--- config.mk ---
export PLATFORM = sky130hd
export DESIGN_NAME = seg_decoder
export DESIGN_NICKNAME = d
export VERILOG_FILES = /design/src/rtl/seg_decoder.sv
export SDC_FILE = /design/constraint.sdc
export NUM_CORES = 1
export LEC_CHECK = 0
export ABC_AREA = 1
export CORE_MARGIN = 4
export CORE_UTILIZATION = 40
export DETAILED_ROUTE_END_ITERATION = 8
export DONT_BUFFER_PORTS = 1
export PLACE_DENSITY_LB_ADDON = 0.05
export SLEW_MARGIN = 15
export SYNTH_ARGS = -nofsm -noshare
export SYNTH_HDL_FRONTEND = slang
export SYNTH_SLANG_ARGS = --single-unit
--- constraint.sdc ---
create_clock -name clock -period 0.8 [get_ports clock]
set_clock_uncertainty 0.1 [all_clocks]
set_input_delay 0.08 -clock clock [delete_from_list [all_inputs] [get_ports clock]]
set_output_delay 0.08 -clock clock [all_outputs]
set_load 0.05 [all_outputs]
--- src/rtl/seg_decoder.sv ---
// Registered hex-to-seven-segment decoder with lamp test, blanking and ripple zero-blanking.
// Define SEG_DP_EN to add the dp_in request input and the registered active-low dp output.
module seg_decoder (
    input  logic       clock,
    input  logic       reset,
    input  logic [3:0] number,
    input  logic       blank,
    input  logic       lamp_test,
    input  logic       rbi,
`ifdef SEG_DP_EN
    input  logic       dp_in,
    output logic       dp,
`endif
    output logic [6:0] cathode,
    output logic       rbo
);

    logic [6:0] glyph;
    logic [6:0] cathode_next;
    logic       rbo_next;
    logic       zero_suppress;

    // Active-low, bit order g..a
    always_comb begin
        glyph = 7'h7F;
        unique case (number)
            4'h0: glyph = 7'h40;
            4'h1: glyph = 7'h79;
            4'h2: glyph = 7'h24;
            4'h3: glyph = 7'h30;
            4'h4: glyph = 7'h19;
            4'h5: glyph = 7'h12;
            4'h6: glyph = 7'h02;
            4'h7: glyph = 7'h78;
            4'h8: glyph = 7'h00;
            4'h9: glyph = 7'h10;
            4'hA: glyph = 7'h08;
            4'hB: glyph = 7'h03;
            4'hC: glyph = 7'h46;
            4'hD: glyph = 7'h21;
            4'hE: glyph = 7'h06;
            4'hF: glyph = 7'h0E;
        endcase
    end

    assign zero_suppress = rbi && (number == 4'h0);

    // Priority: lamp_test > blank > zero-suppress > glyph
    always_comb begin
        cathode_next = glyph;
        rbo_next     = 1'b0;
        if (lamp_test) begin
            cathode_next = 7'h00;
        end else if (blank) begin
            cathode_next = 7'h7F;
        end else if (zero_suppress) begin
            cathode_next = 7'h7F;
            rbo_next     = 1'b1;
        end
    end

    always_ff @(posedge clock or posedge reset) begin
        if (reset) begin
            cathode <= 7'h7F;
            rbo     <= 1'b0;
        end else begin
            cathode <= cathode_next;
            rbo     <= rbo_next;
        end
    end

`ifdef SEG_DP_EN
    logic dp_next;

    always_comb begin
        dp_next = ~dp_in;
        if (lamp_test) begin
            dp_next = 1'b0;
        end else if (blank || zero_suppress) begin
            dp_next = 1'b1;
        end
    end

    always_ff @(posedge clock or posedge reset) begin
        if (reset) begin
            dp <= 1'b1;
        end else begin
            dp <= dp_next;
        end
    end
`endif

endmodule

=== Word level (Yosys, flattened, before mapping) ===
Memory sizes are Yosys's and may differ from the RTL's.
Cells that the tools add are included.

* Bits in registers: 8
* Latch bits: 0
* Memory bits (writable): 0
* Bits in read-only memories: 112
* Input bits: 9
* Output and inout bits: 8
* Logic and storage cells: 11
* Memories: 1

* $add $sub $neg: 0
* Multipliers: 0
* Divide/modulo/power cells: 0
* Magnitude comparators: 0
* Eq/ne operators: 0
* Shift operators: 0
* Multiplexer cells: 6
* Bitwise logic cells: 0
* Reduce and logical (&&, ||, !) cells: 2

{| class="wikitable"
|+ Memory list
! name !! depth !! width !! read ports !! clocked after Yosys merged registers in !! write ports !! RTL line !! source
|-
| (name not given) || 16 || 7 || 1 || 0 || 0 || 26 || <nowiki>unique case (number)</nowiki>
|}

{| class="wikitable"
|+ Operator list
! operator !! count
|-
| $mux W7 || 3
|-
| $logic_not A4 Y1 || 1
|-
| $mux W1 || 3
|-
| $logic_and A1 B1 Y1 || 1
|}

=== Longest topological paths before layout ===
Gate-level depths: netlist (run 1).

* Depth after elaboration: 5
* Gate-level depth with buffers: 9
* Mapped depth without buffers: 9

=== Worst setup path before layout (run 1) ===
OpenSTA, ideal clock, no wires.

* Path type: input to register
* Start: input number[0]
* End: register cathode[3]
* Library setup time: 68 ps
* Arrival: 787 ps
* Required time: 632 ps
* Setup slack: -155 ps
* Stages: 9
* Path buffers: 0
* Cells stage by stage: inv_1 > ha_1 > inv_1 > nand2_1 > nand2_1 > nand2_1 > nand2_1 > nor2_1 > nor2_1

* Word-level cells in the longest chain between the ends: 5
* Elaborated cells between the ends (all ways): 6
* Classes of those cells: 3 x mux; 2 x reduce/logical; 1 x memory

{| class="wikitable"
|+ RTL lines
! what !! RTL line !! source
|-
| start: declaration || 6 || <nowiki>input logic [3:0] number,</nowiki>
|-
| branches (longest 2 deep; another with $mem_v2 Z16 W7) || -- ||
|-
| $mux W7 (*) || 56 || <nowiki>end else if (zero_suppress) begin</nowiki>
|-
| $mux W7 (*) || 54 || <nowiki>end else if (blank) begin</nowiki>
|-
| $mux W7 (*) || 52 || <nowiki>if (lamp_test) begin</nowiki>
|-
| named net cathode_next[3] || 19 || <nowiki>logic [6:0] cathode_next;</nowiki>
|-
| end signal: assignment || 67 || <nowiki>cathode <= cathode_next;</nowiki>
|-
| end: declaration || 14 || <nowiki>output logic [6:0] cathode,</nowiki>
|}

Mark *: on every way through the listed nets, which the timed path passes.

=== Final worst setup path (run 1) ===
* Start: register cathode[6]
* End: output cathode[6]

No word-level cell between the ends.

==> results of run 1 <==
[state kept, by name, summed over array words and instances, names as in the netlist]
signal and cells:
cathode 7, rbo 1
[kinds of logic after synthesis]
group	synth area share
flops	0.354
simple gates	0.373
compound gates	0.0169
fa+ha+maj	0.148
buf+inv	0.108
[area by class of cell]
class                      instances  share of cell area
sequential                         8               0.251
multi-input combinational         63               0.506
clock buffer                       4              0.0315
timing repair buffer              10               0.131
inverter                          11              0.0586
tap                               15              0.0225
[placed cells by master, fill, tap and decap left out, types with 4 or more instances in the layout]
cell	n
nand2_1	18
nor2_1	16
inv_1	7
dfstp_2	7
nand3_2	5
nand2_2	4
nand3_1	4
[per-layer routing]
metal,part of all wire,GRT usage
met1,0.40,0.126
met2,0.50,0.201
met4,0.024,0.0682
met3,0.084,0.0273
met5,0,0
[per-stage QoR]
stage,power [µW],setup TNS [ns],std cells,util
2_1_floorplan,711,-1.19,85,-
3_3_place_gp,736,-1.92,103,0.477
3_5_place_dp,734,-1.90,103,0.477
4_1_cts,1080,-2.43,110,0.519
5_1_grt,1180,-2.66,111,0.617
6_report,1110,-2.33,111,0.617
[timing repair]
action	4_1_cts	5_1_grt
gates cloned	0	0
hold endpoints to repair	16	4
buffers inserted	0	1
gates resized for setup	0	32
pin swaps	0	14
endpoints found under the setup margin	8	16
[how the worst max path moves through the flow]
stage	cells after the start	end	startpoint
2_1_floorplan	9	cathode[3]	number[0]
3_3_place_gp	8	cathode[4]	number[0]
4_1_cts	0	cathode[6]	cathode[6]
3_5_place_dp	8	cathode[4]	number[0]
5_1_grt	0	cathode[6]	cathode[6]
6_report	0	cathode[6]	cathode[6]
[power groups by stage]
| stage | Combinational (µW) | Clock [µW] | Sequential, µW |
|---|---|---|---|
| 2_1_floorplan | 144 | 0 | 567 |
| 3_3_place_gp | 168 | 0 | 568 |
| 3_5_place_dp | 165 | 0 | 568 |
| 4_1_cts | 183 | 334 | 563 |
| 5_1_grt | 278 | 333 | 565 |
| 6_report | 244 | 308 | 562 |
==> run metrics, run 1 <==
VDD IR max=0.447 mV; Ys Warns=0; failing checks=negative hold slack, negative setup slack; largest net degree at the start of global routing=13; Synth top cells by count=nand2_1 (22), nor2_1 (20), inv_1 (11); count of input and output buffers=0; combinational power share=0.219; die width=46.4 µm; count of final setup violators=9; Reg clk slew, reported paths=0.05 ns; CP Capture Type=output pin; Final GP Congestion=0.835; routed wire length=between 1000 and 1500 µm; hold_sp=number[3]; Yosys top cell area share=0.311; CTS tree=done; Leakage=0.000415 µW; Worst Path Arrival=0.92 ns; Max Cap Viol=0; DP Area=644 µm²; Int Pwr=around 760 µW; outcome=finished with violations; area of the multi-input gates=roughly 420 µm²; Seq pwr share=0.504; Net Sw Power=355 µW; vias=507; Final period util=1.38; clk buf depth=2; biggest area consumer among synthesized cells=dfstp_2; hold slack=-0.0612 ns; global route overflow=0; pwr dens=1340 mW/mm²; Layout area overhead=41.1%; antenna viol nets, final=0; part of the power in the clock network=0.276; ys async rst share=1.00; Distinct cells, synth=14; Top FF cell, synth=dfstp_2; Min-Delay Endpoint=cathode[2]; Die Y=46.4 µm; clk sink count=8; switching fraction of total power=0.319; CP max FO=1; Mean Syn Cell Area=6.95 µm²; FF/Latch Area=between 200 and 250 µm²; Crit Path Class=reg -> out; Syn Nets=~100; design area=833 µm²; Wirelength per Cell=10.6 µm; # rows=13; GRT Total Usage=0.116; RSZ-0062 raised after global routing=yes; worst slew pin tran=0.286 ns; CTS Buf Count=3; Synth Instances=85; vias in the first global route=450; antenna violations before repair=0; Ports=17; first-pass GRT wire length=1790 µm; Final #Nets=between 100 and 150; Root Buffer=clkbuf_4; CP required=0.62 ns; post-DP HPWL=between 800 and 900 µm; Max Freq=0.907 GHz; Worst Setup Start Kind=register; count of pins over their slew limit=0; Worst Setup Slack, final=-0.303 ns; Die ar.=0.00216 mm²; Hold-fix buffers, CTS=3; Iteration-0 DRC Markers=3; # diodes=0; most frequent cell after synthesis=nand2_1; DP Worst Slack=-0.235 ns; Hold Path Class=in -> reg; Via density=4.57; core footprint=0.00135 mm²; H-tree depth=1; Initial Util=0.437; Filler cells=128; number of synthesized flops with an enable pin=0; post-layout minimum cycle time=~1.1 ns; Hold Path Depth=3; # DRC=0; Seq/Total Area, Yosys=0.354; post-synthesis cell area=591 µm²; share of cells above drive strength 1=0.427; number of iterations in the first detailed-routing pass=3; top post-synthesis cells by area=dfstp_2 (31%), ha_1 (15%), nand2_1 (14%); register bit total from synthesis=8; Hold Fails Final Rpt=7; Slew HR=0.809
Power figures use the tool's default switching activity.
==> run 2: changes to the inputs <==
--- a/config.mk
+++ b/config.mk
@@ -6,9 +6,9 @@
 export NUM_CORES = 1
 export LEC_CHECK = 0
 export ABC_AREA = 1
-export CORE_MARGIN = 4
-export CORE_UTILIZATION = 40
+export CORE_AREA = 4 4 41 43
 export DETAILED_ROUTE_END_ITERATION = 8
+export DIE_AREA = 0 0 45 47
 export DONT_BUFFER_PORTS = 1
 export PLACE_DENSITY_LB_ADDON = 0.05
 export SLEW_MARGIN = 15
==> run 2 against run 1 <==
The flow still finishes with violations (negative hold slack, negative setup slack); sequential power about the same; highest routed layer unchanged; via count is 7.5% higher; critical path depth stayed put; maximum frequency is 1.5% lower; largest cell class unchanged; clock-buffer cell count unchanged; worst hold slack worse by 0.0077 ns; die area down 1.9%; final area down 3.3%; clock power is 9.1% higher.
==> run metrics, run 2 (same netlist as run 1, synthesis figures left out) <==
CP required=0.62 ns; Max Freq=roughly 0.9 GHz; Wirelength per Cell=12.2 µm; H-tree depth=1; Root Buffer=clkbuf_4; FF/Latch Area=approximately 210 µm²; worst slew pin tran=0.283 ns; CTS Buf Count=3; design area=806 µm²; antenna viol nets, final=0; Worst Setup Slack, final=-0.320 ns; vias in the first global route=463; failing checks=negative hold slack, negative setup slack; setup TNS=-2.39 ns; fin cells=roughly 110; hold slack=-0.0689 ns; Die Y=around 47 µm; Final #Nets=111; CP max FO=1; Crit Path Class=reg -> out; core footprint=0.00130 mm²; Hold Path Class=in -> reg; count of pins over their slew limit=0; Via density=5.00; Filler cells=102; routed wire length=~1300 µm; outcome=finished with violations; clk buf depth=2; Hold Fails Final Rpt=7; Layout area overhead=36.4%; largest net degree at the start of global routing=13; Reg clk slew, reported paths=0.06 ns; placed cell count=100; # rows=13; post-layout minimum cycle time=1.12 ns; Hold-fix buffers, CTS=3; VDD IR max=0.562 mV; first-pass GRT wire length=1990 µm; count of input and output buffers=0; die width=45 µm; CTS tree=done; Initial Util=0.454; Max Cap Viol=0; number of iterations in the first detailed-routing pass=4; Slew HR=0.811; # diodes=0; Worst Path Arrival=0.94 ns; clk sink count=8; vias=545; DP Area=between 600 and 700 µm²; antenna violations before repair=0; pwr dens=1410 mW/mm²; most frequent cells in the layout=nor2_1 (19), nand2_1 (16), inv_1 (7), nand3_1 (7), dfstp_2 (7); GRT Total Usage=0.137; max reg flops=7; Biggest register=cathode; post-DP HPWL=between 900 and 1000 µm; Ports=17; Die ar.=0.00212 mm²; RSZ-0062 raised after global routing=yes; count of final setup violators=8; global route overflow=0; Final period util=1.40; Iteration-0 DRC Markers=18; CP Capture Type=output pin; commonest non-fill, non-tap cell in the layout=nor2_1; # DRC=0; Leakage=between 0.0004 and 0.0005 µW; Worst Setup Start Kind=register; Largest regs=cathode (7), rbo (1); area of the multi-input gates=409 µm²; Final GP Congestion=0.814; share of cells above drive strength 1=0.372
run 2: worst paths after layout:
path                       slack, ns        from  depth (start not counted)    endpoint
min in group asynchronous       0.09       reset                          2         rbo
min                            -0.07   number[3]                          3  cathode[2]
max                            -0.32  cathode[2]                          0  cathode[2]
max in group asynchronous       0.23       reset                          2  cathode[3]
run 2: per-layer routing:
layer	vias up	global-route usage	routed length [µm]
met4	0	0.123	75
met5	-	0	0
met3	9	0.0460	140
met1	235	0.148	511
li1	273	-	-
met2	28	0.215	608
run 2: power by group:
| group | total [µW] | internal, µW | switching (µW) |
|---|---|---|---|
| clock network | 336 | 191 | 145 |
| logic | 234 | 104 | 130 |
| registers | 563 | 456 | 107 |
| total | 1130 | 752 | 382 |
run 2: cell type report:
type                    instances  share of cell area
repair buffers                  8               0.116
inverters                      11              0.0606
multi-input cells              63               0.508
well taps                      15              0.0233
clock buffers                   4              0.0326
flip-flops and latches          8               0.259
run 2: metrics by stage:
stage          power [µW]  setup WS [ns]   util  hold slack [ns]
3_3_place_gp          724         -0.195  0.478           -0.186
2_1_floorplan         711         -0.152      -           -0.209
5_1_grt              1200         -0.350  0.619          -0.0586
6_report             1130         -0.320  0.619          -0.0689
3_5_place_dp          726         -0.253  0.478           -0.176
4_1_cts              1090         -0.333  0.521          -0.0705
run 2: what timing repair did:
item | CTS | global route
hold endpoints to repair | 16 | 4
pin swaps | 0 | 10
endpoints found under the setup margin | 8 | 16
gates cloned | 0 | 0
resized for setup | 0 | 28
setup buffers | 0 | 2
==> run 3: changes to the inputs <==
--- a/config.mk
+++ b/config.mk
@@ -15,3 +15,4 @@
 export SYNTH_ARGS = -nofsm -noshare
 export SYNTH_HDL_FRONTEND = slang
 export SYNTH_SLANG_ARGS = --single-unit
+export TNS_END_PERCENT = 5
==> run 3 against run 2 <==
The flow still finishes with violations (negative hold slack, negative setup slack); sequential power hardly changed; final area decreased by 14%; via count is 9.9% lower; sequential share of layout area up 4.1 points; non-clock buffer count decreased by 2; first-iteration DRC count down 50%; largest power group unchanged; critical path depth is the same; clock-buffer cell count unchanged; wire length decreased by 17%.
==> run metrics, run 3 (same netlist as run 1, synthesis figures left out) <==
largest net degree at the start of global routing=13; Worst Path Arrival=around 0.93 ns; vias=491; Root Buffer=clkbuf_4; share of cells above drive strength 1=0.185; hold slack=-0.0573 ns; GRT Total Usage=0.123; Largest regs=cathode (7), rbo (1); CTS Buf Count=3; # rows=13; max reg flops=7; core footprint=0.00130 mm²; CTS tree=done; # diodes=0; Max Freq=about 0.9 GHz; Hold-fix buffers, CTS=3; Wirelength per Cell=slightly above 10 µm; Hold Fails Final Rpt=8; Biggest register=cathode; Die Y=47 µm; overall power=1060 µW; Max Cap Viol=0; post-DP HPWL=914 µm; Final GP Congestion=0.833; Layout area overhead=18.0%; Worst Setup Slack, final=-0.311 ns; global route overflow=0; VDD IR max=0.423 mV; Ports=17; RSZ-0062 raised after global routing=yes; total setup buffers inserted after CTS=0; clk sink count=8; most frequent cells in the layout=nand2_1 (22), nor2_1 (20), inv_1 (11), nand3_1 (9), dfstp_2 (7); H-tree depth=1; clk buf depth=2; setup TNS=-2.28 ns; Slew HR=0.801; Initial Util=0.454; Hold Path Class=in -> reg; CP required=0.62 ns; failing checks=negative hold slack, negative setup slack; routed wire length=1110 µm; Worst Setup Start Kind=register; commonest non-fill, non-tap cell in the layout=nand2_1; outcome=finished with violations; count of final setup violators=8; Via density=4.59; CP Capture Type=output pin; # DRC=0; Iteration-0 DRC Markers=9; Final Util=0.536; Leakage=0.000382 µW; antenna viol nets, final=0; Final #Nets=roughly 110; pwr dens=1520 mW/mm²; count of input and output buffers=0; Die ar.=0.00212 mm²; CP max FO=1; post-layout minimum cycle time=about 1.1 ns; count of pins over their slew limit=0; Crit Path Class=reg -> out; number of iterations in the first detailed-routing pass=4; worst slew pin tran=0.299 ns; Reg clk slew, reported paths=0.06 ns; die width=45 µm; vias in the first global route=roughly 470; antenna violations before repair=0; first-pass GRT wire length=1860 µm; Final period util=1.39
[run 3: changes by cell type in the layout (fill, tap and decap cells not counted), moves of 3 or more]
| cell | before | now |
|---|---|---|
| nand2_1 | 16 | 22 |
| ha_4 | 4 | 1 |
| ha_1 | 3 | 6 |
| nand2_2 | 6 | 2 |
| inv_1 | 7 | 11 |
| buf_6 | 3 | 0 |
[run 3: final timing paths]
path | start | endpoint | slack [ns] | depth (start not counted)
min in group asynchronous | reset | rbo | 0.11 | 2
max | cathode[5] | cathode[5] | -0.31 | 0
max in group asynchronous | reset | cathode[2] | 0.21 | 2
min | number[3] | cathode[1] | -0.06 | 4
[run 3: power breakdown]
part           switching [µW]  total, µW  internal, µW
registers                 107        564           457
logic                     105        182          77.1
clock network             123        313           190
total                     336       1060           724
[run 3: layout make-up]
class                           instances  area, µm²
Fill cell                             136        604
Multi-Input combinational cell         63        334
Sequential cell                         8        209
Timing Repair Buffer                    6       67.6
Inverter                               11       41.3
Clock buffer                            4       26.3
Tap cell                               15       18.8
[run 3: metal layers]
layer  track usage  wire, µm  share of wire
met1         0.144       518           0.47
met2         0.189       453           0.41
met4        0.0877        23          0.021
met5             0         0              0
met3        0.0421       109          0.099
[run 3: timing repair]
action                                  CTS  global route
resized for setup                         0             4
endpoints found under the setup margin    8            16
pin swaps                                 0             1
endpoints found under the hold margin    16             6
[run 3: stage by stage]
| stage | instance area [µm²] | instances | worst slack, ns |
|---|---|---|---|
| after floorplan | 591 | 85 | -0.152 |
| after global placement | 622 | 100 | -0.209 |
| after detailed placement | 622 | 100 | -0.213 |
| after CTS | 678 | 107 | -0.315 |
| after global routing | 697 | 107 | -0.343 |
| final | 697 | 107 | -0.311 |
